$ cat src/rtl/rf_pkg.sv
// rf_pkg: register-file constants shared by the writeback arbiter and any
// other logic that addresses the 32x32 integer register file.
//
// Contents:
//   RF_ADDR_W     register address width
//   RF_DATA_W     register data width
//   RF_ZERO_ADDR  address of the hardwired-zero register ($zero)
//   RF_DEPTH      number of architectural registers
package rf_pkg;

    localparam int RF_ADDR_W = 5;
    localparam int RF_DATA_W = 32;
    localparam logic [RF_ADDR_W-1:0] RF_ZERO_ADDR = 5'd0;
    localparam int RF_DEPTH  = 32;

endpackage

$ cat src/rtl/rr_arbiter.sv
// rr_arbiter: purely combinational round-robin arbiter.
//
// Picks the first asserted request at or after index ptr, searching
// cyclically modulo N. Intended for reuse by any shared-resource arbiter;
// the caller owns the pointer register and decides how it advances.
//
// Ports:
//   req      in   N      request vector
//   ptr      in   ID_W   highest-priority index this cycle (must be < N)
//   gnt      out  N      one-hot grant, all zero when no request
//   gnt_id   out  ID_W   index of the granted request (0 when none)
//   gnt_any  out  1      at least one request was granted
module rr_arbiter
    import rf_pkg::*;
#(
    parameter  int N    = 3,
    localparam int ID_W = (N > 1) ? $clog2(N) : 1
) (
    input  logic [N-1:0]    req,
    input  logic [ID_W-1:0] ptr,
    output logic [N-1:0]    gnt,
    output logic [ID_W-1:0] gnt_id,
    output logic            gnt_any
);

    // One extra bit so ptr + offset cannot overflow before the wrap compare.
    localparam int IDX_W = ID_W + 1;

    logic [IDX_W-1:0] idx;

    always_comb begin
        gnt     = '0;
        gnt_id  = '0;
        gnt_any = 1'b0;
        idx     = '0;
        for (int k = 0; k < N; k++) begin
            idx = {1'b0, ptr} + IDX_W'(k);
            // Explicit wrap: N need not be a power of two, so bit
            // truncation would land on non-existent requesters.
            if (idx >= IDX_W'(N)) begin
                idx = idx - IDX_W'(N);
            end
            if (!gnt_any && req[idx[ID_W-1:0]]) begin
                gnt_any                 = 1'b1;
                gnt_id                  = idx[ID_W-1:0];
                gnt[idx[ID_W-1:0]]      = 1'b1;
            end
        end
    end

endmodule

$ cat src/rtl/regfile_wb_arbiter.sv
// regfile_wb_arbiter: shares the single register-file write port between
// NREQ writeback sources with round-robin arbitration.
//
// Handshake: a requester raises req_valid[i] with req_addr/req_data for
// slot i and holds all three stable until it sees req_ready[i]. A transfer
// happens in any cycle where req_valid[i] & req_ready[i]. Dropping valid
// before ready is allowed and simply withdraws the request. The write port
// takes one write per cycle, so the only back-pressure is losing arbitration.
//
// The winning write is registered for one cycle before it reaches the file.
// Writes to $zero are accepted (they consume a grant) but never assert rf_we.
//
// Ports:
//   clk           in   1            rising-edge clock
//   rst           in   1            synchronous active-high reset
//   req_valid     in   NREQ         per-requester write request
//   req_ready     out  NREQ         per-requester grant, one-hot or zero
//   req_addr      in   NREQ*ADDR_W  packed addresses, slot i at [i*ADDR_W +: ADDR_W]
//   req_data      in   NREQ*DATA_W  packed data, slot i at [i*DATA_W +: DATA_W]
//   rf_we         out  1            registered register-file write enable
//   rf_waddr      out  ADDR_W       registered write address
//   rf_wdata      out  DATA_W       registered write data
//   grant_id      out  ID_W         requester whose write is on rf_* now
//   conflict_cnt  out  CNT_W        saturating count of contention cycles
module regfile_wb_arbiter
    import rf_pkg::*;
#(
    parameter  int NREQ   = 3,
    parameter  int ADDR_W = RF_ADDR_W,
    parameter  int DATA_W = RF_DATA_W,
    parameter  int CNT_W  = 16,
    localparam int ID_W   = (NREQ > 1) ? $clog2(NREQ) : 1
) (
    input  logic                     clk,
    input  logic                     rst,
    input  logic [NREQ-1:0]          req_valid,
    output logic [NREQ-1:0]          req_ready,
    input  logic [NREQ*ADDR_W-1:0]   req_addr,
    input  logic [NREQ*DATA_W-1:0]   req_data,
    output logic                     rf_we,
    output logic [ADDR_W-1:0]        rf_waddr,
    output logic [DATA_W-1:0]        rf_wdata,
    output logic [ID_W-1:0]          grant_id,
    output logic [CNT_W-1:0]         conflict_cnt
);

    logic [ID_W-1:0]   rr_ptr;
    logic [ID_W-1:0]   rr_ptr_next;
    logic [NREQ-1:0]   arb_gnt;
    logic [ID_W-1:0]   arb_id;
    logic              arb_any;
    logic              xfer;
    logic [ADDR_W-1:0] win_addr;
    logic [DATA_W-1:0] win_data;
    logic              multi_req;

    rr_arbiter #(
        .N       (NREQ)
    ) u_arb (
        .req     (req_valid),
        .ptr     (rr_ptr),
        .gnt     (arb_gnt),
        .gnt_id  (arb_id),
        .gnt_any (arb_any)
    );

    // Grants are suppressed combinationally during reset so nothing is
    // accepted that the reset would then discard.
    assign req_ready = rst ? '0 : arb_gnt;
    assign xfer      = arb_any & ~rst;

    assign win_addr  = req_addr[arb_id*ADDR_W +: ADDR_W];
    assign win_data  = req_data[arb_id*DATA_W +: DATA_W];

    // The winner gets lowest priority next time; wrap by compare since NREQ
    // is generally not a power of two.
    assign rr_ptr_next = (arb_id == ID_W'(NREQ - 1)) ? '0 : arb_id + ID_W'(1);

    // Two or more bits set <=> clearing the lowest set bit leaves something.
    assign multi_req = |(req_valid & (req_valid - NREQ'(1)));

    always_ff @(posedge clk) begin
        if (rst) begin
            rr_ptr       <= '0;
            rf_we        <= 1'b0;
            rf_waddr     <= '0;
            rf_wdata     <= '0;
            grant_id     <= '0;
            conflict_cnt <= '0;
        end else begin
            if (xfer) begin
                rr_ptr   <= rr_ptr_next;
                rf_we    <= (win_addr != ADDR_W'(RF_ZERO_ADDR));
                rf_waddr <= win_addr;
                rf_wdata <= win_data;
                grant_id <= arb_id;
            end else begin
                rf_we    <= 1'b0;
            end
            if (multi_req && (conflict_cnt != '1)) begin
                conflict_cnt <= conflict_cnt + CNT_W'(1);
            end
        end
    end

endmodule

$ cat config.mk
export PLATFORM = sky130hd
export DESIGN_NAME = regfile_wb_arbiter
export DESIGN_NICKNAME = d
export VERILOG_FILES = /design/src/rtl/rf_pkg.sv /design/src/rtl/rr_arbiter.sv /design/src/rtl/regfile_wb_arbiter.sv
export SDC_FILE = /design/constraint.sdc
export NUM_CORES = 1
export LEC_CHECK = 0
export ABC_AREA = 1
export CORE_MARGIN = 10
export CORE_UTILIZATION = 30
export CTS_BUF_LIST = sky130_fd_sc_hd__clkbuf_4 sky130_fd_sc_hd__clkbuf_8
export CTS_CLUSTER_SIZE = 30
export DETAILED_ROUTE_END_ITERATION = 12
export GPL_ROUTABILITY_DRIVEN = 1
export PLACE_DENSITY = 0.78
export RECOVER_POWER = 25
export SETUP_SLACK_MARGIN = 0.15
export SYNTH_ARGS = -nofsm -noshare
export SYNTH_HDL_FRONTEND = slang
export SYNTH_SLANG_ARGS = --single-unit
$ cat constraint.sdc
create_clock -name clk -period 2.3 [get_ports clk]
set_clock_uncertainty 0.1 [all_clocks]
set_input_delay 0.23 -clock clk [delete_from_list [all_inputs] [get_ports clk]]
set_output_delay 0.23 -clock clk [all_outputs]
set_load 0.02 [all_outputs]
## After elaboration in Yosys (flattened, before gate mapping)

Cells that the tools add are included.

- Output and inout port bits: 59
- Logic and storage cells: 71
- Input port bits: 116
- Bits in registers: 58

- Add/subtract/negate cells: 8
- Equal/unequal tests: 2
- Bitwise operators: 6
- Magnitude comparators: 9
- Multiplexer cells: 26
- Shift-type cells: 2
- Multiply operators: 1
- Reduce and logical (&&, ||, !) cells: 11

Operators with widths:

| kind | number |
|---|---|
| 96-bit by 8-bit indexed part select with 32-bit output | 1 |
| 16-bit by 1-bit adder with 16-bit output (second input constant) | 1 |
| 16-bit != test (second input constant) | 1 |
| 15-bit by 6-bit indexed part select with 5-bit output | 1 |
| 2-bit 2-to-1 mux | 7 |
| 3-bit 2-to-1 mux | 4 |
| 2-bit by 3-bit < comparator with 1-bit output (second input constant) | 3 |
| 1-bit 2-to-1 mux | 9 |
| 1-bit binary-select mux with 2-bit select | 3 |
| 1-bit demux with 2-bit select | 3 |
| 2-bit by 1-bit >= comparator with 1-bit output (second input constant) | 3 |
| 3-bit by 2-bit >= comparator with 1-bit output (second input constant) | 2 |
| 1-bit logical AND | 6 |
| 3-bit OR | 2 |
| 2-bit subtractor (second input constant) | 3 |
| 2-bit by 3-bit multiplier with 5-bit output (second input constant) | 1 |
| 5-bit nonzero test | 1 |
| 2-bit by 1-bit adder with 3-bit output (second input constant) | 1 |
| 2-bit by 2-bit adder with 3-bit output (second input constant) | 1 |
| 3-bit AND | 1 |
| 3-bit OR reduction | 1 |
| 3-bit by 1-bit subtractor with 3-bit output (second input constant) | 1 |
| 2-bit by 1-bit adder with 2-bit output (second input constant) | 1 |
| 2-bit == test (second input constant) | 1 |
| other kinds (5) | 7 |

## Depth between registers and ports, before layout

Gate-level depths: netlist of the first run.

- Word-level depth: 14
- Mapped depth: 17
- Gate-level depth less buffers: 17

## By module

From an unflattened synthesis of the first run, not the netlist that was laid out.

- Cell total of the unflattened synthesis: 487
- Area, all modules: 3,304.4 um^2

By module, submodules not included:

| module | area an instance (um^2) | sequential area each (um^2) | times used | cells an instance |
|---|---|---|---|---|
| regfile_wb_arbiter | 2,971.6 | 1,161.1 | 1 | 423 |
| rr_arbiter | 332.8 | 0.0 | 1 | 64 |

## Worst setup path before layout of the first run

No wires, ideal clock.

- Kind: register to register
- From: reg rr_ptr[0]
- To: reg rf_we
- Buffers on the path: 0
- Library setup time: 0.112 ns
- Required time: 2.088 ns
- Path slack: 0.047 ns
- Data arrival time: 2.042 ns
- Period minus slack after synthesis: 2.253 ns
- Cell stages (with the launch flop): 13
- Cell sequence: dfxtp_1 > inv_1 > ha_1 > inv_2 > o21ai_0 > o22ai_1 > nand3_1 > nand2_2 > inv_2 > a21oi_1 > nand3_1 > nor2_1 > nor2_1

- Word-level cells in the longest chain between the ends: 14
- Elaborated cells between the ends (all ways): 33
- Classes of those cells: 5 x add/sub; 1 x mul; 3 x order compare; 1 x shift; 15 x mux; 2 x bitwise; 6 x reduce/logical

RTL lines:

| item | RTL line | source |
|---|---|---|
| start: declaration | regfile_wb_arbiter.sv:47 | `logic [ID_W-1:0] rr_ptr;` |
| start signal: assignment | regfile_wb_arbiter.sv:92 | `rr_ptr <= rr_ptr_next;` |
| parallel branches: the longest is 14 deep, another holds 2-bit by 3-bit multiplier with 5-bit output | -- |  |
| end signal: assignment | regfile_wb_arbiter.sv:93 | `rf_we <= (win_addr != ADDR_W'(RF_ZERO_ADDR));` |
| end: declaration | regfile_wb_arbiter.sv:40 | `output logic rf_we,` |

Several ways; the timed one is not identified. The select of a mux whose other input is x is not followed.
A chain may end at the register's enable or synchronous reset.

## Final worst setup path of the first run

- From: reg rr_ptr[1]
- To: reg rf_wdata[27]

- Word-level cells in the longest chain between the ends: 12
- Elaborated cells between the ends (all ways): 29
- Classes of those cells: 5 x add/sub; 3 x order compare; 1 x shift; 15 x mux; 1 x bitwise; 4 x reduce/logical

RTL lines:

| item | RTL line | source |
|---|---|---|
| parallel branches: the longest is 12 deep, another holds 2-bit by 1-bit adder with 3-bit output | -- |  |
| end signal: assignment | regfile_wb_arbiter.sv:95 | `rf_wdata <= win_data;` |
| end: declaration | regfile_wb_arbiter.sv:42 | `output logic [DATA_W-1:0] rf_wdata,` |

Several ways; the timed one is not identified. The select of a mux whose other input is x is not followed.

==> results of run 1 <==
[where the power goes]
group / total (uW) / switching (uW) / leakage, uW / internal (uW)
Clock: 940 / 396 / 0.000101 / 544
Combinational: 5580 / 3020 / 0.00163 / 2560
Sequential: 1540 / 181 / 0.000482 / 1360
Total: 8060 / 3600 / 0.00221 / 4460
[cells by family after synthesis]
group,count (synthesis)
XOR/XNOR,2
flip-flops,58
AO/OA/AOI/OAI,144
buffers and inverters,62
adder cells (fa/ha/maj),5
AND/OR/NAND/NOR,174
[worst max path at each step]
stage | end | cells past startpoint | start | slack [ps]
CTS | req_ready[0] | 9 | rr_ptr[1]$_SDFFE_PP0P_ | -3
floorplan | rf_we$_SDFF_PP0_ | 17 | rr_ptr[0]$_SDFFE_PP0P_ | 180
finish | rf_wdata[27]$_SDFFE_PP0P_ | 14 | rr_ptr[1]$_SDFFE_PP0P_ | -20
global route | rf_wdata[13]$_SDFFE_PP0P_ | 14 | rr_ptr[1]$_SDFFE_PP0P_ | -130
detailed placement | rf_wdata[20]$_SDFFE_PP0P_ | 13 | req_valid[1] | -230
global placement | req_ready[2] | 9 | req_valid[1] | -160
[metrics by stage]
| step | area (um2) | cells | TNS (ps) |
|---|---|---|---|
| finish | 5720 | 792 | -86.4 |
| global route | 5720 | 792 | -3570 |
| CTS | 5660 | 790 | -7.14 |
| detailed placement | 5200 | 768 | -6540 |
| global placement | 5200 | 768 | -3130 |
| floorplan | 3120 | 445 | 0 |
[final cells by class]
cell class              instances  share of cell area (%)
clock buffers                  11                    2.65
clock inverters                 3                   0.700
inverters                      38                    2.58
multi-input cells             325                    31.7
flip-flops and latches         58                    20.4
well taps                     136                    2.97
repair buffers                221                    39.0
[per-layer routing]
metal | track usage [%] | wire length [um]
met3 | 7.03 | 1250
met4 | 6.48 | 361
met2 | 30.8 | 6630
met5 | 0 | 0
met1 | 17.2 | 4900
[registers in the layout, summed over array words and instances, names as in the netlist]
register	flops
rf_waddr	5
rf_we	1
grant_id	2
rr_ptr	2
conflict_cnt	16
rf_wdata	32
[cell usage in the layout (no fill, tap or decap), types with 6 or more instances in the layout]
master           count
dlygate4sd3_1       18
buf_6                8
o21ai_1             10
nand2_1            100
a31oi_1             29
dfxtp_1             56
a21oi_1             41
a21oi_2              7
o21ai_0             42
nor2_1              15
inv_2                6
clkdlybuf4s50_1    153
inv_1               30
clkbuf_8            11
nor3_1              10
nand3_1             24
buf_4               35
[timing repair]
action	CTS	global route
pin swaps	11	9
gates resized for setup	54	21
setup buffers	5	2
setup endpoints to repair	45	48
cloned	3	0
[worst register-to-register path: cells and delay by family, from the launching register on]
kind / cells / cell delay (ps)
buffers and inverters: 5 / 740
flip-flops: 1 / 340
AO/OA/AOI/OAI: 2 / 250
AND/OR/NAND/NOR: 6 / 500
adder cells (fa/ha/maj): 1 / 280
[synthesized netlist by cell type, types with 2 or more instances]
library cell	number	area share [%]
nand2_1	101	12
ha_1	5	2.0
nand3_1	26	4.2
buf_8	2	0.97
o21ai_0	52	8.4
a21oi_1	48	7.7
nor2_1	18	2.2
buf_4	4	0.97
nor3b_1	3	0.73
a21boi_1	2	0.48
inv_2	4	0.48
a22oi_1	5	1.2
clkbuf_1	10	1.2
inv_1	33	4.0
dfxtp_1	58	37
o22ai_1	2	0.40
nand2_4	2	0.73
nand4_1	5	1.0
a31oi_1	29	5.8
o21ai_2	2	0.56
nor3_1	10	1.6
buf_2	7	1.1
xor2_1	2	0.56
a21boi_0	2	0.48
nand2_2	4	0.81
==> summary.md, run 1 <==
| Metric | Value |
|---|---|
| Outcome | finished, violations left |
| Failing checks | setup timing |
| CTS Root Cell | clkbuf_8 |
| GR Overflow Total | 0 |
| Filler cells | 932 |
| Core ar. | just over 10000 um2 |
| Die height | 122 um |
| Netlist Area Pre-Place | 3100 um2 |
| Synth warnings | 0 |
| Clock sink count | 58 |
| DR DRC count | 0 |
| Max cap viols | 0 |
| Crit path largest cell delay | roughly 340 ps |
| Worst reg-to-reg path cell count | 14 |
| Antenna-violating nets left | 0 |
| Buf+Inv Stages, Crit Path | 5 |
| Die width | ~120 um |
| Post-layout util | 56.2% |
| Sequential share of the synthesized area | 37.4% |
| Hold path depth | 3 |
| Final setup margin | -18.0 ps |
| Peak supply drop | 0.833 mV |
| Storage cell area | around 1200 um2 |
| CTS Buf Count | 9 |
| Overall routing resource usage | between 10% and 20% |
| Via count | ~4000 |
| Htree depth | 3 |
| Worst-Margin Slew | 351 ps |
| Worst-Skew Late Latency | about 320 ps |
| Worst path top cell family by delay | buffers and inverters |
| HP Start | req_data[76] |
| Reg-to-reg slack, setup | -20 ps |
| First-pass GRT wire length | 20.5 mm |
| Diodes inserted | 0 |
| Count of pins over their slew limit | 0 |
| RSZ-0062 raised after global routing | yes |
| Antenna violations before repair | 0 |
| Startpoint types | register |
| Worst hold path type | primary input to register |
| Largest family of logic cells by synthesized area | compound AO/OA/AOI/OAI gates |
| Maximum clock rate | 0.431 GHz |
| Post-Synthesis Mean Instance Area | ~7.0 um2 |
| Post-Synth Adder-Cell Area | 2.02% |
| Power, Total | between 8000 and 9000 uW |
| Crit path top cell by count | nand2_4 |
| Pin count of the biggest net entering global routing | 34 |
| Final wirelength | 13.1 mm |
| Synth unique cells | 34 |
| Gate Count Post-Synth | 445 |
| Ys flop type | dfxtp_1 |
| CTS tree | yes |
| CP max stage cell | dfxtp_2 |
| Bufs on Longest Clock Path | 2 |
| Slew HR | 76.4% |
| CP cell instances | buf_6 > ha_4 > inv_4 > nand2_2 > nand3_2 > nand2_4 > nand2_4 > buf_6 > o21ai_4 > nand2_4 > buf_4 > bufbuf_16 > nand2_1 > a31oi_1 |
| Worst-case hold path end point | rf_wdata[12]$_SDFFE_PP0P_ |
| DP Worst Slack | -232 ps |
| DP HPWL | 9.93 mm |
| Asr flop ratio synth | 0% |
| DRT iter0 DRCs | ~230 |
| Vias in the first global route | 4133 |
| Drt first pass iters | 4 |
| XOR/XNOR Fraction of Synth Area | 0.565% |
| P_leak | 0.00221 uW |
| Element type at the critical path end | register |
| Final Setup Violations | 12 |
| I/O Buffers | 174 |
| Simple logic cell fraction of the synthesized area | ~25% |
| Multi-input logic area | around 1800 um2 |
| Multiplexer share of the synthesized area | 0% |
| Final hold vios | 0 |
| Starting Density | just over 30% |
| GP Congestion | 0.858 |
| Cts hold-fix bufs | 0 |
| CP required | roughly 2400 ps |
| Share of cells above drive strength 1 | 16.9% |
| Die footprint | 14800 um2 |
| Pwr dens | 1410 nW/um2 |
| Layout area overhead | 84.4% |
| Count of state elements after synthesis | 58 |
| RR Startpoint | rr_ptr[1]$_SDFFE_PP0P_ |
| Worst-path fanout max | 15 |
| NumNets Final | 774 |
| I/O pin count | 175 |
| Crit path time final | roughly 2300 ps |
| EDFF count, synth | 0 |
| Post-DR vias/cell | around 5 |
| Fin Hold WS | 366 ps |
| CP arrival | about 2400 ps |
| Wire length per cell | around 17 um |
| Synth Area in Compound Gates | 25.6% |
| Worst-path clk slew | 70 ps |
| Fin crit share | 101% |
| Net Count, Synth | about 570 |
| Rows | 37 |
| Crit path kind | register to register |
| RR Endpoint | rf_wdata[27]$_SDFFE_PP0P_ |
No activity file was read; power rests on OpenSTA's default activity.
==> run 2, diff against run 1 <==
- RECOVER_POWER: 25 -> 100
==> run 2 against run 1 <==
Net effect:
- the run still ends with setup timing left
- fmax fell by 0.14%
- clock-buffer cell count is the same
- wire length is essentially flat
- worst setup slack got worse by 3.3 ps
- first-iteration DRC count increased by 7.9%
==> summary.md, run 2 (synthesis results as in run 1) <==
| Metric | Value |
|---|---|
| Outcome | finished, violations left (unchanged) |
| Failing checks | setup timing (unchanged) |
| Final hold vios | 0 (unchanged) |
| Fin Hold WS | 365 ps (was 366 ps) |
| First-pass GRT wire length | 20.5 mm (unchanged) |
| GP Congestion | 0.858 (unchanged) |
| Critical Path Start | rr_ptr[1]$_SDFFE_PP0P_ (unchanged) |
| Max cap viols | 0 (unchanged) |
| Bufs on Longest Clock Path | 2 (unchanged) |
| CTS tree | yes (unchanged) |
| I/O Buffers | 174 (unchanged) |
| Final setup margin | -21.3 ps (was -18.0 ps) |
| RSZ-0062 raised after global routing | yes (unchanged) |
| Pwr dens | 1400 nW/um2 (was 1410 nW/um2) |
| Antenna violations before repair | 0 (unchanged) |
| DR DRC count | 0 (unchanged) |
| Rows | 37 (unchanged) |
| DP HPWL | 9.93 mm (unchanged) |
| Die height | 122 um (unchanged) |
| Routed wl met2 | 6.68 mm (was 6.63 mm) |
| Via count | 3996 (was 3971) |
| Met3 Routed Length | 1.23 mm (was 1.25 mm) |
| Maximum clock rate | 0.431 GHz (about the same) |
| Vias in the first global route | 4133 (unchanged) |
| Crit path kind | register to register (unchanged) |
| Wire length per cell | 16.6 um (about the same) |
| Worst-Margin Slew | 389 ps (was 351 ps) |
| Storage cell area | 1170 um2 (unchanged) |
| DP Worst Slack | -232 ps (unchanged) |
| Worst reg-to-reg path cell count | 13 (was 14) |
| Placed cells | 768 (unchanged) |
| Power, Total | 7970 uW (was 8060 uW) |
| Max FFs per register | 32 (unchanged) |
| Crit path time final | 2320 ps (about the same) |
| Starting Density | 30.5% (unchanged) |
| RR Endpoint | rf_wdata[27]$_SDFFE_PP0P_ (unchanged) |
| Met1 Wirelength | 4.87 mm (was 4.90 mm) |
| CP arrival | 2430 ps (about the same) |
| Final wirelength | 13.1 mm (about the same) |
| Peak supply drop | 0.828 mV (was 0.833 mV) |
| Die footprint | 14800 um2 (unchanged) |
| Setup crit end | rf_wdata[27]$_SDFFE_PP0P_ (unchanged) |
| Diodes inserted | 0 (unchanged) |
| Largest Register | rf_wdata (unchanged) |
| CTS Root Cell | clkbuf_8 (unchanged) |
| Die width | 122 um (unchanged) |
| Slew HR | 73.8% (was 76.4%) |
| Core ar. | 10200 um2 (unchanged) |
| Most common cell after layout, fill and taps aside | clkdlybuf4s50_1 (unchanged) |
| DRT iter0 DRCs | 246 (was 228) |
| CTS Buf Count | 9 (unchanged) |
| Clock sink count | 58 (unchanged) |
| Filler cells | 937 (was 932) |
| I/O pin count | 175 (unchanged) |
| Worst-Skew Late Latency | 330 ps (was 320 ps) |
| Share of cells above drive strength 1 | 16.3% (was 16.9%) |
| Most frequent cells in the layout | 115 x clkdlybuf4s50_1, 100 x nand2_1, 56 x dfxtp_1, 56 x dlygate4sd3_1, 42 x o21ai_0 (was 153 x clkdlybuf4s50_1, 100 x nand2_1, 56 x dfxtp_1) |
| Drt first pass iters | 4 (unchanged) |
| Reg-to-reg slack, setup | -20 ps (about the same) |
| Multi-input logic area | 1810 um2 (was 1820 um2) |
| Post-DR vias/cell | 5.05 (was 5.01) |
| Pin count of the biggest net entering global routing | 34 (unchanged) |
| Final Setup Violations | 13 (was 12) |
| Fin crit share | 101% (about the same) |
| Non-Filler Instances | 792 (unchanged) |
| Element type at the critical path end | register (unchanged) |
| GR Overflow Total | 0 (unchanged) |
| NumNets Final | 774 (unchanged) |
| Worst-path fanout max | 15 (unchanged) |
| Worst-path clk slew | 70 ps (about the same) |
| Worst hold path type | primary input to register (unchanged) |
| Startpoint types | register (unchanged) |
| RR Startpoint | rr_ptr[1]$_SDFFE_PP0P_ (unchanged) |
| Top sig layer | met4 (unchanged) |
| Layout area overhead | 83.8% (was 84.4%) |
| CP required | 2410 ps (about the same) |
| Htree depth | 3 (unchanged) |
| Fin Setup TNS | -131 ps (was -86.4 ps) |
| P_leak | 0.00229 uW (was 0.00221 uW) |
| Antenna-violating nets left | 0 (unchanged) |
| Count of pins over their slew limit | 0 (unchanged) |
| Top flop regs | rf_wdata (32), conflict_cnt (16), rf_waddr (5) (unchanged) |
| Overall routing resource usage | 17.0% (unchanged) |
## run 2: changes by cell type in the layout (fill, tap and decap cells not counted), sizes merged
| cell | before | now |
|---|---|---|
| dlygate4sd3 | 18 | 56 |
| clkdlybuf4s50 | 153 | 115 |
| buf | 48 | 44 |
| clkbuf | 11 | 15 |
## run 2: metal layers
metal,vias to the layer above,track usage (%)
met5,-,0
met4,0,6.48
met2,161,30.8
met3,24,7.03
li1,1939,-
met1,1872,17.2
## run 2: how the worst min path moves through the flow
| stage | startpoint | endpoint | slack [ps] | cells after the start |
|---|---|---|---|---|
| after floorplan | rst | conflict_cnt[2]$_SDFFE_PP0P_ | 210 | 1 |
| after global placement | rf_waddr[4]$_SDFFE_PP0P_ | rf_waddr[4]$_SDFFE_PP0P_ | 370 | 2 |
| after detailed placement | rf_waddr[1]$_SDFFE_PP0P_ | rf_waddr[1]$_SDFFE_PP0P_ | 370 | 2 |
| after CTS | req_data[94] | rf_wdata[30]$_SDFFE_PP0P_ | 350 | 3 |
| after global routing | req_data[35] | rf_wdata[3]$_SDFFE_PP0P_ | 360 | 3 |
| final | req_data[76] | rf_wdata[12]$_SDFFE_PP0P_ | 370 | 3 |
## run 2: cell type report
type / instances / area share, %
timing repair buffer: 221 / 38.9
multi-input combinational: 325 / 31.7
sequential: 58 / 20.5
tap: 136 / 2.98
clock buffer: 11 / 2.66
inverter: 38 / 2.59
clock inverter: 3 / 0.702
## run 2: stage by stage
| step | cell area, um2 | util (%) |
|---|---|---|
| 2_1_floorplan | 3120 | - |
| 3_5_place_dp | 5200 | 51.1 |
| 6_report | 5700 | 56.0 |
| 5_1_grt | 5700 | 56.0 |
| 4_1_cts | 5660 | 55.6 |
| 3_3_place_gp | 5200 | 51.1 |
## run 2: where the power goes
group	internal, uW	switching, uW	total (uW)
Clock	544	395	939
Combinational	2490	3020	5500
Sequential	1360	172	1530
Total	4390	3580	7970
## run 2: worst max-delay path: stages, from the launching register on
cell and delay (ps):
dfxtp_2 340, buf_6 120, ha_4 250, nand2_1 110
nand3_2 110, nand2_4 120, nand2_4 70, buf_6 120
o21ai_4 160, nand2_4 110, buf_4 170, bufbuf_16 280
nand2_1 60, a31oi_1 80
## run 2: repair_timing
item                       in CTS  in global routing
hold buffers                    0                  0
pin swaps                      11                  9
setup buffers                   5                  2
gates resized for setup        54                 21
gates cloned                    3                  0
setup endpoints to repair      45                 48
